--- src/rtl/chute_brique_if.sv ---
// Bus between the falling-brick engine and the joystick controller:
// column/fast-drop requests in, brick row, stack heights and game status out.
interface chute_brique_if;
    logic [1:0] col;
    logic       boutonBas;
    logic [2:0] row;
    logic [2:0] hauteurGauche;
    logic [2:0] hauteurCentre;
    logic [2:0] hauteurDroite;
    logic       briquePosee;
    logic       gameOver;
    logic [7:0] score;

    modport master (
        output col, boutonBas,
        input  row, hauteurGauche, hauteurCentre, hauteurDroite,
        input  briquePosee, gameOver, score
    );

    modport slave (
        input  col, boutonBas,
        output row, hauteurGauche, hauteurCentre, hauteurDroite,
        output briquePosee, gameOver, score
    );
endinterface

--- src/rtl/chute_brique.sv ---
// Falling-brick engine for the three-column brick game: gravity, stacking, respawn, score, game over.
// Optional line clear is compiled in when LIGNE_COMPLETE_EN is defined.
module chute_brique #(
    parameter int DIV_CHUTE = 25_000_000,
    parameter int SPAWN_ROW = 7
) (
    input  logic         clk,
    input  logic         reset,
    chute_brique_if.slave bus
);

    localparam int             CW       = (DIV_CHUTE > 1) ? $clog2(DIV_CHUTE) : 1;
    localparam logic [CW-1:0]  LIM_NORM = CW'(DIV_CHUTE - 1);
    localparam logic [CW-1:0]  LIM_FAST = CW'((DIV_CHUTE >> 2) - 1);
    localparam logic [2:0]     SPAWN_R  = 3'(SPAWN_ROW);

    typedef enum logic [2:0] {
        CHUTE    = 3'd0,
        POSE     = 3'd1,
        SPAWN    = 3'd2,
`ifdef LIGNE_COMPLETE_EN
        CLEAR    = 3'd4,
`endif
        GAMEOVER = 3'd3
    } state_t;

    function automatic logic [2:0] sat_inc3(input logic [2:0] v);
        return (v == 3'd7) ? v : v + 3'd1;
    endfunction

    function automatic logic [7:0] sat_add8(input logic [7:0] a, input logic [3:0] b);
        logic [8:0] s;
        s = {1'b0, a} + {5'b0, b};
        return s[8] ? 8'hFF : s[7:0];
    endfunction

    // Column 3 is not a real column; the controller means centre.
    function automatic logic [1:0] col_map(input logic [1:0] c);
        return (c == 2'd3) ? 2'd1 : c;
    endfunction

    state_t        state_q, state_d;
    logic [CW-1:0] cnt_q, cnt_d;
    logic [2:0]    row_q, row_d;
    logic [2:0]    h_q [0:2];
    logic [2:0]    h_d [0:2];
    logic [7:0]    score_q, score_d;
    logic          pose_q, pose_d;
    logic [1:0]    colsel_q, colsel_d;

    logic [CW-1:0] limit;
    logic          tick;
    logic [1:0]    col_now;
    logic [2:0]    h_new;

    always_ff @(posedge clk) begin
        if (reset) begin
            state_q  <= CHUTE;
            cnt_q    <= '0;
            row_q    <= SPAWN_R;
            h_q[0]   <= 3'd0;
            h_q[1]   <= 3'd0;
            h_q[2]   <= 3'd0;
            score_q  <= 8'd0;
            pose_q   <= 1'b0;
            colsel_q <= 2'd0;
        end else begin
            state_q  <= state_d;
            cnt_q    <= cnt_d;
            row_q    <= row_d;
            h_q[0]   <= h_d[0];
            h_q[1]   <= h_d[1];
            h_q[2]   <= h_d[2];
            score_q  <= score_d;
            pose_q   <= pose_d;
            colsel_q <= colsel_d;
        end
    end

    always_comb begin
        state_d  = state_q;
        cnt_d    = cnt_q;
        row_d    = row_q;
        h_d[0]   = h_q[0];
        h_d[1]   = h_q[1];
        h_d[2]   = h_q[2];
        score_d  = score_q;
        pose_d   = 1'b0;
        colsel_d = colsel_q;

        // The fast limit is compared live, so pressing the button late still ticks at once.
        limit   = bus.boutonBas ? LIM_FAST : LIM_NORM;
        tick    = (cnt_q >= limit);
        col_now = col_map(bus.col);
        h_new   = sat_inc3(h_q[colsel_q]);

        case (state_q)
            CHUTE: begin
                if (tick) begin
                    cnt_d = '0;
                    if (row_q == h_q[col_now]) begin
                        state_d  = POSE;
                        colsel_d = col_now;
                    end else if (row_q != 3'd0) begin
                        row_d = row_q - 3'd1;
                    end
                end else begin
                    cnt_d = cnt_q + CW'(1);
                end
            end

            POSE: begin
                h_d[colsel_q] = h_new;
                score_d       = sat_add8(score_q, 4'd1);
                pose_d        = 1'b1;
                if (h_new >= SPAWN_R) begin
                    state_d = GAMEOVER;
                end else begin
`ifdef LIGNE_COMPLETE_EN
                    if ((h_d[0] != 3'd0) && (h_d[1] != 3'd0) && (h_d[2] != 3'd0))
                        state_d = CLEAR;
                    else
                        state_d = SPAWN;
`else
                    state_d = SPAWN;
`endif
                end
            end

`ifdef LIGNE_COMPLETE_EN
            CLEAR: begin
                for (int i = 0; i < 3; i++) begin
                    if (h_q[i] != 3'd0)
                        h_d[i] = h_q[i] - 3'd1;
                end
                score_d = sat_add8(score_q, 4'd4);
                state_d = SPAWN;
            end
`endif

            SPAWN: begin
                row_d   = SPAWN_R;
                cnt_d   = '0;
                state_d = CHUTE;
            end

            GAMEOVER: begin
                state_d = GAMEOVER;
            end

            default: begin
                state_d = CHUTE;
            end
        endcase
    end

    assign bus.row           = row_q;
    assign bus.hauteurGauche = h_q[0];
    assign bus.hauteurCentre = h_q[1];
    assign bus.hauteurDroite = h_q[2];
    assign bus.briquePosee   = pose_q;
    assign bus.gameOver      = (state_q == GAMEOVER);
    assign bus.score         = score_q;

endmodule

--- src/flat_wrapper.sv ---
// flat-port wrapper written by rule: the top's interface ports become plain ports
module chute_brique_flat 
#(
    parameter int DIV_CHUTE = 25_000_000,
    parameter int SPAWN_ROW = 7
)
  (clk, reset, bus_col, bus_boutonBas, bus_row, bus_hauteurGauche, bus_hauteurCentre, bus_hauteurDroite, bus_briquePosee, bus_gameOver, bus_score);
  chute_brique_if bus_i ();
  input  logic clk;
  input  logic reset;
  input wire logic [$bits(bus_i.col)-1:0] bus_col;
  input wire logic [$bits(bus_i.boutonBas)-1:0] bus_boutonBas;
  output wire logic [$bits(bus_i.row)-1:0] bus_row;
  output wire logic [$bits(bus_i.hauteurGauche)-1:0] bus_hauteurGauche;
  output wire logic [$bits(bus_i.hauteurCentre)-1:0] bus_hauteurCentre;
  output wire logic [$bits(bus_i.hauteurDroite)-1:0] bus_hauteurDroite;
  output wire logic [$bits(bus_i.briquePosee)-1:0] bus_briquePosee;
  output wire logic [$bits(bus_i.gameOver)-1:0] bus_gameOver;
  output wire logic [$bits(bus_i.score)-1:0] bus_score;
  assign bus_i.col = bus_col;
  assign bus_i.boutonBas = bus_boutonBas;
  assign bus_row = bus_i.row;
  assign bus_hauteurGauche = bus_i.hauteurGauche;
  assign bus_hauteurCentre = bus_i.hauteurCentre;
  assign bus_hauteurDroite = bus_i.hauteurDroite;
  assign bus_briquePosee = bus_i.briquePosee;
  assign bus_gameOver = bus_i.gameOver;
  assign bus_score = bus_i.score;
  chute_brique #(.DIV_CHUTE(DIV_CHUTE), .SPAWN_ROW(SPAWN_ROW)) u_core (.clk(clk), .reset(reset), .bus(bus_i));
endmodule
--- config.mk ---
export PLATFORM = sky130hd
export DESIGN_NAME = chute_brique_flat
export DESIGN_NICKNAME = d
export VERILOG_FILES = /design/src/rtl/chute_brique_if.sv /design/src/rtl/chute_brique.sv /design/src/flat_wrapper.sv
export SDC_FILE = /design/constraint.sdc
export NUM_CORES = 1
export LEC_CHECK = 0
export CAP_MARGIN = 0
export CELL_PAD_IN_SITES_DETAIL_PLACEMENT = 1
export CELL_PAD_IN_SITES_GLOBAL_PLACEMENT = 1
export CORE_MARGIN = 2
export CORE_UTILIZATION = 30
export CTS_CLUSTER_SIZE = 24
export DETAILED_ROUTE_END_ITERATION = 16
export PLACE_DENSITY_LB_ADDON = 0.3
export SETUP_SLACK_MARGIN = 0.4
export SYNTH_ARGS = -nofsm -noshare
export SYNTH_HDL_FRONTEND = slang
export SYNTH_SLANG_ARGS = --single-unit
--- constraint.sdc ---
create_clock -name clk -period 2.07 [get_ports clk]
set_input_delay 0.414 -clock clk [delete_from_list [all_inputs] [get_ports clk]]
set_output_delay 0.414 -clock clk [all_outputs]
set_load 0.01 [all_outputs]
==> results of run 1 <==
==> kinds of logic (layout without fill, tap and decap cells) <==
kind of cell,count (synthesis),count (layout)
compound gates,82,82
mux,11,11
xor+xnor,14,14
simple gates,140,140
flops,52,52
fa+ha+maj,13,13
buf+inv,26,102
==> repair_timing <==
action,in CTS,in global routing
setup buffers,6,2
gates resized for setup,90,34
pin swaps,12,10
endpoints found under the setup margin,57,49
gates cloned,1,1
hold endpoints to repair,0,0
hold buffers,0,0
==> report_power, final <==
part,internal (µW),switching (µW)
sequential,1000,5.73
clock,396,386
combinational,71.1,68.4
total,1470,460
==> state kept, by name, summed over array words and instances (netlist names), named ones only <==
signal	count
u_core.bus.briquePosee	1
u_core.bus.row	3
u_core.bus.score	8
u_core.cnt_q	25
u_core.colsel_q	2
u_core.h_q	9
u_core.state_q	2
==> worst max-delay path by stage <==
stage | start | endpoint | cells past startpoint
after floorplan | bus_boutonBas | u_core.cnt_q[5] | 9
after global routing | u_core.cnt_q[24] | u_core.cnt_q[3] | 8
final | u_core.cnt_q[24] | register | 7
after detailed placement | bus_boutonBas | u_core.colsel_q[1] | 9
after CTS | u_core.cnt_q[24] | u_core.cnt_q[3] | 8
after global placement | bus_boutonBas | u_core.bus.row[1] | 9
==> worst reg2reg max path: stages, from the launching register on <==
cell                      delay, ns
sky130_fd_sc_hd__dfxtp_4       0.37
sky130_fd_sc_hd__ha_4          0.26
sky130_fd_sc_hd__and4b_2       0.27
sky130_fd_sc_hd__nand4_1       0.09
sky130_fd_sc_hd__a311o_2       0.43
sky130_fd_sc_hd__nand2_2       0.19
sky130_fd_sc_hd__nand3_1       0.14
sky130_fd_sc_hd__o41ai_2       0.28
==> Yosys cell counts, types with 5 or more instances <==
cell type | n | area share [%]
sky130_fd_sc_hd__a21o_1 | 14 | 3.7
sky130_fd_sc_hd__mux2i_1 | 11 | 3.9
sky130_fd_sc_hd__nor4_1 | 8 | 1.8
sky130_fd_sc_hd__a211oi_1 | 7 | 1.8
sky130_fd_sc_hd__a21oi_1 | 11 | 1.9
sky130_fd_sc_hd__nor3_1 | 13 | 2.3
sky130_fd_sc_hd__xor2_1 | 6 | 1.8
sky130_fd_sc_hd__nand3_1 | 15 | 2.6
sky130_fd_sc_hd__nand2_1 | 33 | 4.3
sky130_fd_sc_hd__nor2_1 | 24 | 3.2
sky130_fd_sc_hd__nand4_1 | 6 | 1.3
sky130_fd_sc_hd__and3_1 | 9 | 2.0
sky130_fd_sc_hd__clkbuf_1 | 9 | 1.2
sky130_fd_sc_hd__dfxtp_1 | 52 | 36
sky130_fd_sc_hd__inv_1 | 13 | 1.7
sky130_fd_sc_hd__ha_1 | 13 | 5.7
sky130_fd_sc_hd__nor3b_1 | 5 | 1.3
sky130_fd_sc_hd__xnor2_1 | 8 | 2.5
sky130_fd_sc_hd__o21ai_0 | 28 | 4.9
==> stage by stage <==
stage | TNS (ns) | hold WS [ns]
2_1_floorplan | -0.00371 | 0.461
3_3_place_gp | -22.23 | 0.483
3_5_place_dp | -23.81 | 0.512
4_1_cts | -0.0217 | 0.503
5_1_grt | -2.01 | 0.507
6_report | -0.511 | 0.498
==> layer usage <==
layer	up-vias	GRT usage (%)
met5	-	0
met4	0	6.03
met3	16	2.48
met2	27	30.5
met1	1385	24.0
li1	1387	-
==> final cells by class <==
class	count	share of cell area, %
multi-input combinational	260	48.3
sequential	52	25.4
timing repair buffer	81	18.3
tap	129	3.82
clock buffer	6	1.95
inverter	13	1.21
clock inverter	2	0.917
==> summary.txt, run 1 <==
Synthesis
  • Simple-Gate Fraction of Synth Area: 27.3%
  • Post-synth EDFFs: 0
  • Synthesis Warnings: 0
  • Most used flip-flop cell after synthesis: sky130_fd_sc_hd__dfxtp_1
  • Sequential cell area fraction in the yosys report: a little over a third
  • Post-synthesis net count: approximately 360
  • Netlist Area Pre-Place: 2860 µm²
  • Multiplexer share of the synthesized area: around 3.9%
  • Mean Syn Cell Area: 8.45 µm²
  • Adder-cell area share of the yosys netlist: between 5 and 6%
  • Combinational family with the most area after synthesis: simple AND/OR/NAND/NOR gates
  • Synthesized-area fraction occupied by ao, oa, aoi and oai cells: a little under a fifth
  • Yosys reg bits: 52
  • Number of different library cells in the post-synthesis netlist: 53
  • Fraction of synthesis flops using an asynchronous set or reset pin: 0%
  • Xor/xnor share of the synthesized area: under 10%
  • Synthesized netlist cell count: 338

Final layout
  • Area growth from synthesis to final layout: 48.0%
  • Most common cell after layout, fill and taps aside: sky130_fd_sc_hd__buf_4
  • Antenna fix cells: 0
  • Fin nets: 431
  • Count of filler cells inserted in the layout: 1,066
  • Sequential cell area: 1070 µm²
  • Post-route cell area: 4230 µm²
  • Final std cells w/o fill: ~540
  • Fraction of layout cells with a size suffix above 1: 35.3%
  • Final standard cell utilization of the core: 45.8%
  • Area of the multi-input gates: 2040 µm²
  • Highest-count cells in the layout ignoring fill and taps: sky130_fd_sc_hd__buf_4, sky130_fd_sc_hd__nand2_1, sky130_fd_sc_hd__dfxtp_1

Min path
  • Class of the tightest hold or removal check: reg -> reg
  • Worst Hold Path EP: u_core.bus.score[0]
  • Worst hold stages: 1
  • Beginning of the worst hold path: u_core.bus.score[0]

STA
  • Fin worst setup slack: -0.0568 ns
  • Worst-margin pin slew: between 0.3 and 0.4 ns
  • Number of slew-limit violations in the final report: 0
  • Final critical path time including I/O delays and setup: 2.13 ns
  • Clock skew after layout: around 0.0083 ns
  • Hold Vio Cnt, Final: 0
  • Highest Clock Rate: 470 MHz
  • Portion of the clock cycle consumed by the worst path in the final layout: 103%
  • RSZ-0062 raised after global routing: yes
  • Final setup vio count: 17
  • Relative slew slack: approximately three quarters

Place
  • Number of port buffers: 26
  • Routability congestion estimate: 0.761
  • Hpwl dp: ~6000 µm
  • Post-placement worst setup slack: -0.827 ns
  • Number of placed instances with taps included: approximately 530
  • Area of placed instances: 3630 µm²

GRT
  • Maximum number of pins on one net before global-route repair: 23
  • Antenna violations before repair: 0
  • First-pass GRT wire length: 14,900 µm
  • Global-route congestion overflow total: 0
  • Overall routing resource usage: a little under a fifth
  • Via count of the first global-routing pass: 3,009

Clock network
  • Root buffer selected by CTS: sky130_fd_sc_hd__clkbuf_8
  • Clk Latency, worst-skew pair: roughly 0.32 ns
  • Count of clock tree sinks: 52
  • Clock tree from TritonCTS: done
  • Worst-path clk slew: 0.11 ns
  • H-tree depth: 2
  • Buffers from clock root to sink, at most: 2
  • Cts bufs inserted: 5

Route
  • Routed length on met1: about 4400 µm
  • Post-detailed-route count of antenna-violating nets: 0
  • Vias per inst: 5.18
  • DR DRC count: 0
  • Via count: 2,815
  • Top sig layer: met4
  • Detailed-routed wire length on met3: 184 µm
  • Wirelength, routed: 9280 µm
  • Number of search-and-repair iterations in the first detailed-routing pass: 4
  • Detail-routed net length per standard cell: 17.1 µm
  • Sum of met2 wire segment lengths after detailed routing: 4500 µm
  • Initial DRC Count: 82

Worst setup path
  • Critical path, cell by cell: ha_4 -> and4b_2 -> nand4_1 -> a311o_2 -> nand2_2 -> nand3_1 -> o41ai_2
  • Arrival time worst endpoint: 2.34 ns
  • Worst R2R Path Depth: 7
  • Longest individual stage delay on the worst path: 0.43 ns
  • Worst path top cell family by delay: compound AO/OA/AOI/OAI gates
  • Critical path launch point type: register
  • Slowest-stage cell, CP: sky130_fd_sc_hd__a311o_2
  • Critical path peak fanout: 6
  • Worst Setup End Kind: register
  • Flop2flop setup slack: -0.06 ns
  • Critical Setup Path Class: reg -> reg
  • Critical register-to-register path startpoint: u_core.cnt_q[24]
  • WP data required: 2.28 ns
  • Count of buffer and inverter cells on the critical path: 0

Floorplanning
  • # IOs: 27
  • Starting utilization of the core area: a little under a third
  • Number of placement rows: 35
  • Total Die Area: 10,300 µm²
  • Height of the chip: approximately 100 µm
  • Core area: 9240 µm²
  • Die X-Extent: approximately 100 µm

Run status
  • Failing checks: negative setup slack
  • Result of the run: finished with violations

Run
  • Reported max-cap violation count: 0

Pwr
  • VDD IR max: about 0.00023 V
  • Static leakage power: 0.00188 µW
  • Areal power density over the cells: approximately 460 nW/µm²
  • Overall power after layout: approximately 1900 µW
Note: power is estimated with default switching activity, not from simulation.
==> run 2, diff against run 1 <==
--- a/config.mk
+++ b/config.mk
@@ -13,7 +13,7 @@
 export CTS_CLUSTER_SIZE = 24
 export DETAILED_ROUTE_END_ITERATION = 16
 export PLACE_DENSITY_LB_ADDON = 0.3
-export SETUP_SLACK_MARGIN = 0.4
+export SETUP_SLACK_MARGIN = 0.1
 export SYNTH_ARGS = -nofsm -noshare
 export SYNTH_HDL_FRONTEND = slang
 export SYNTH_SLANG_ARGS = --single-unit
==> constraint.sdc (replaced) <==
create_clock -name clk -period 2.7 [get_ports clk]
set_input_delay 0.54 -clock clk [delete_from_list [all_inputs] [get_ports clk]]
set_output_delay 0.54 -clock clk [all_outputs]
set_load 0.01 [all_outputs]
==> run 2 against run 1 <==
The run now ends clean. Cell area shrank 15%. Worst setup slack gained 0.37 ns. Core utilization shrank 6.9 points. Routed wire length shrank 17%. Clock skew grew 0.0046 ns.
==> summary.txt, run 2 (synthesized netlist as in run 1, its figures left out) <==
Pwr
  • Overall power after layout: 1440 µW (-26%)
  • Static leakage power: 0.00144 µW (-23%)
  • VDD IR max: 0.000188 V (-19%)
  • Areal power density over the cells: 400 nW/µm² (-12%)

Route
  • Initial DRC Count: 57 (-30%)
  • Detail-routed net length per standard cell: 15.4 µm (-10%)
  • DR DRC count: 0 (unchanged)
  • Via count: 2,573 (-8.6%)
  • Post-detailed-route count of antenna-violating nets: 0 (unchanged)
  • Wirelength, routed: 7740 µm (-17%)
  • Number of search-and-repair iterations in the first detailed-routing pass: 4 (unchanged)
  • Vias per inst: 5.12 (-1.3%)

Clock network
  • Count of clock tree sinks: 52 (unchanged)
  • Buffers from clock root to sink, at most: 2 (unchanged)
  • Clock tree from TritonCTS: done
  • Root buffer selected by CTS: sky130_fd_sc_hd__clkbuf_8
  • Cts bufs inserted: 5 (unchanged)
  • Setup bufs post-CTS: 0 (-6)
  • Hold bufs inserted after CTS: 0 (unchanged)
  • Clk Latency, worst-skew pair: 0.31 ns (about the same)
  • Worst-path clk slew: 0.11 ns (about the same)
  • H-tree depth: 2 (unchanged)

STA
  • RSZ-0062 raised after global routing: no
  • Worst-margin pin slew: 0.676 ns (+0.282 ns)
  • Portion of the clock cycle consumed by the worst path in the final layout: about nine tenths
  • Hold Vio Cnt, Final: 0 (unchanged)
  • Relative slew slack: 54.6% (-19 points)
  • Number of slew-limit violations in the final report: 0 (unchanged)
  • Final setup vio count: 0 (-17)
  • Setup tns final: 0 ns (+0.511 ns)
  • Fin worst setup slack: 0.308 ns (+0.365 ns)
  • Highest Clock Rate: 418 MHz
  • Clock skew after layout: 0.0128 ns (+0.00457 ns)
  • Final critical path time including I/O delays and setup: 2.39 ns

Worst setup path
  • Arrival time worst endpoint: 2.58 ns (+0.24 ns)
  • Critical Setup Path Class: in -> reg
  • Critical path launch point type: primary input
  • Critical path, cell by cell: clkdlybuf4s50_1 -> buf_4 -> mux2i_1 -> o21ai_0 -> xnor2_1 -> or3_1 -> o311ai_1 -> o41ai_1
  • Slowest-stage cell, CP: sky130_fd_sc_hd__clkdlybuf4s50_1
  • Worst Setup End Kind: register
  • Worst R2R Path Depth: 7 (unchanged)
  • WP data required: 2.89 ns (+0.61 ns)
  • Longest individual stage delay on the worst path: 0.58 ns (+0.15 ns)
  • Critical path peak fanout: 5 (-1)

Min path
  • Class of the tightest hold or removal check: reg -> reg
  • Worst hold stages: 2 (+1)

Final layout
  • Most common cell after layout, fill and taps aside: sky130_fd_sc_hd__dfxtp_1
  • Fin nets: 391 (-9.3%)
  • Area growth from synthesis to final layout: 25.7%
  • Register containing the most flip-flops in the final layout: u_core.cnt_q
  • Post-route cell area: 3590 µm² (-15%)
  • Final standard cell utilization of the core: 38.9% (-6.9 points)
  • Fraction of layout cells with a size suffix above 1: 11.5% (-24 points)
  • Antenna fix cells: 0 (unchanged)
  • Highest-count cells in the layout ignoring fill and taps: sky130_fd_sc_hd__dfxtp_1, sky130_fd_sc_hd__nand2_1, sky130_fd_sc_hd__o21ai_0
  • Flip-flop count of the largest register, all copies and words added: 25 (unchanged)

GRT
  • Via count of the first global-routing pass: 2,462 (-18%)
  • Overall routing resource usage: 14.8% (-3.4 points)
  • Antenna violations before repair: 0 (unchanged)
  • Maximum number of pins on one net before global-route repair: 23 (unchanged)
  • First-pass GRT wire length: 12,100 µm (-19%)
  • Global-route congestion overflow total: 0 (unchanged)

Place
  • Post-placement worst setup slack: -0.256 ns (+0.571 ns)
  • Hpwl dp: 5400 µm (-11%)
  • Number of port buffers: 26 (unchanged)
  • Routability congestion estimate: 0.760 (about the same)
  • Area of placed instances: 3320 µm² (-8.4%)

Floorplanning
  • Height of the chip: 102 µm (unchanged)
  • Total Die Area: 10,300 µm² (unchanged)
  • Number of placement rows: 35 (unchanged)
  • Die X-Extent: 102 µm (unchanged)
  • # IOs: 27 (unchanged)
  • Starting utilization of the core area: 30.9% (unchanged)
  • Core area: 9240 µm² (unchanged)

Run status
  • Result of the run: complete, no violations

Run
  • Reported max-cap violation count: 0 (unchanged)
## run 2: changes by cell type in the layout (fill, tap and decap cells not counted), moves of 7 or more
cell | before | now
sky130_fd_sc_hd__dlymetal6s2s_1 | 10 | 1
sky130_fd_sc_hd__buf_4 | 45 | 10
sky130_fd_sc_hd__dlygate4sd2_1 | 13 | 0
sky130_fd_sc_hd__dfxtp_2 | 21 | 0
sky130_fd_sc_hd__o21ai_0 | 15 | 26
sky130_fd_sc_hd__clkdlybuf4s50_1 | 2 | 25
sky130_fd_sc_hd__dfxtp_1 | 29 | 52
sky130_fd_sc_hd__ha_1 | 5 | 12
## run 2: per-stage QoR
stage,std cells,hold WS (ns)
floorplan,338,0.456
global placement,492,0.484
detailed placement,492,0.487
CTS,500,0.507
global route,503,0.527
finish,503,0.503
## run 2: cell type report
type / instances / area (µm²)
clock buffers: 6 / 82.6
clock inverters: 2 / 38.8
fillers: 1088 / 5650
inverters: 13 / 48.8
multi-input cells: 260 / 1770
flip-flops and latches: 52 / 1040
well taps: 129 / 161
repair buffers: 41 / 448
## run 2: report_power, final
group	switching [µW]	internal [µW]
registers	4.68	770
clock network	281	304
logic	38.4	37.5
## run 2: worst paths after layout
path / startpoint / end / slack (ns)
max: bus_col[1] / register / 0.31
min: u_core.cnt_q[24] / u_core.cnt_q[24] / 0.50
max reg2reg: u_core.cnt_q[0] / u_core.cnt_q[22] / 0.35
min reg2reg: u_core.cnt_q[24] / u_core.cnt_q[24] / 0.50
## run 2: repair_timing
action,CTS,global route
endpoints found under the setup margin,4,26
pin swaps,0,3
endpoints found under the hold margin,0,0
resized for setup,2,12
gates cloned,0,3
## run 2: worst max-delay path, delay by kind of cell
family,cells,cell delay (ns)
mux,1,0.17
buf+inv,2,0.73
simple gates,1,0.42
compound gates,3,0.56
xor+xnor,1,0.16
## run 2: layer usage
layer / vias to the layer above / global-route usage (%) / wire length (µm)
li1: 1305 / - / -
met1: 1243 / 20.4 / 3970
met2: 20 / 23.7 / 3580
met3: 5 / 2.07 / 110
met4: 0 / 4.57 / 81
met5: - / 0 / 0
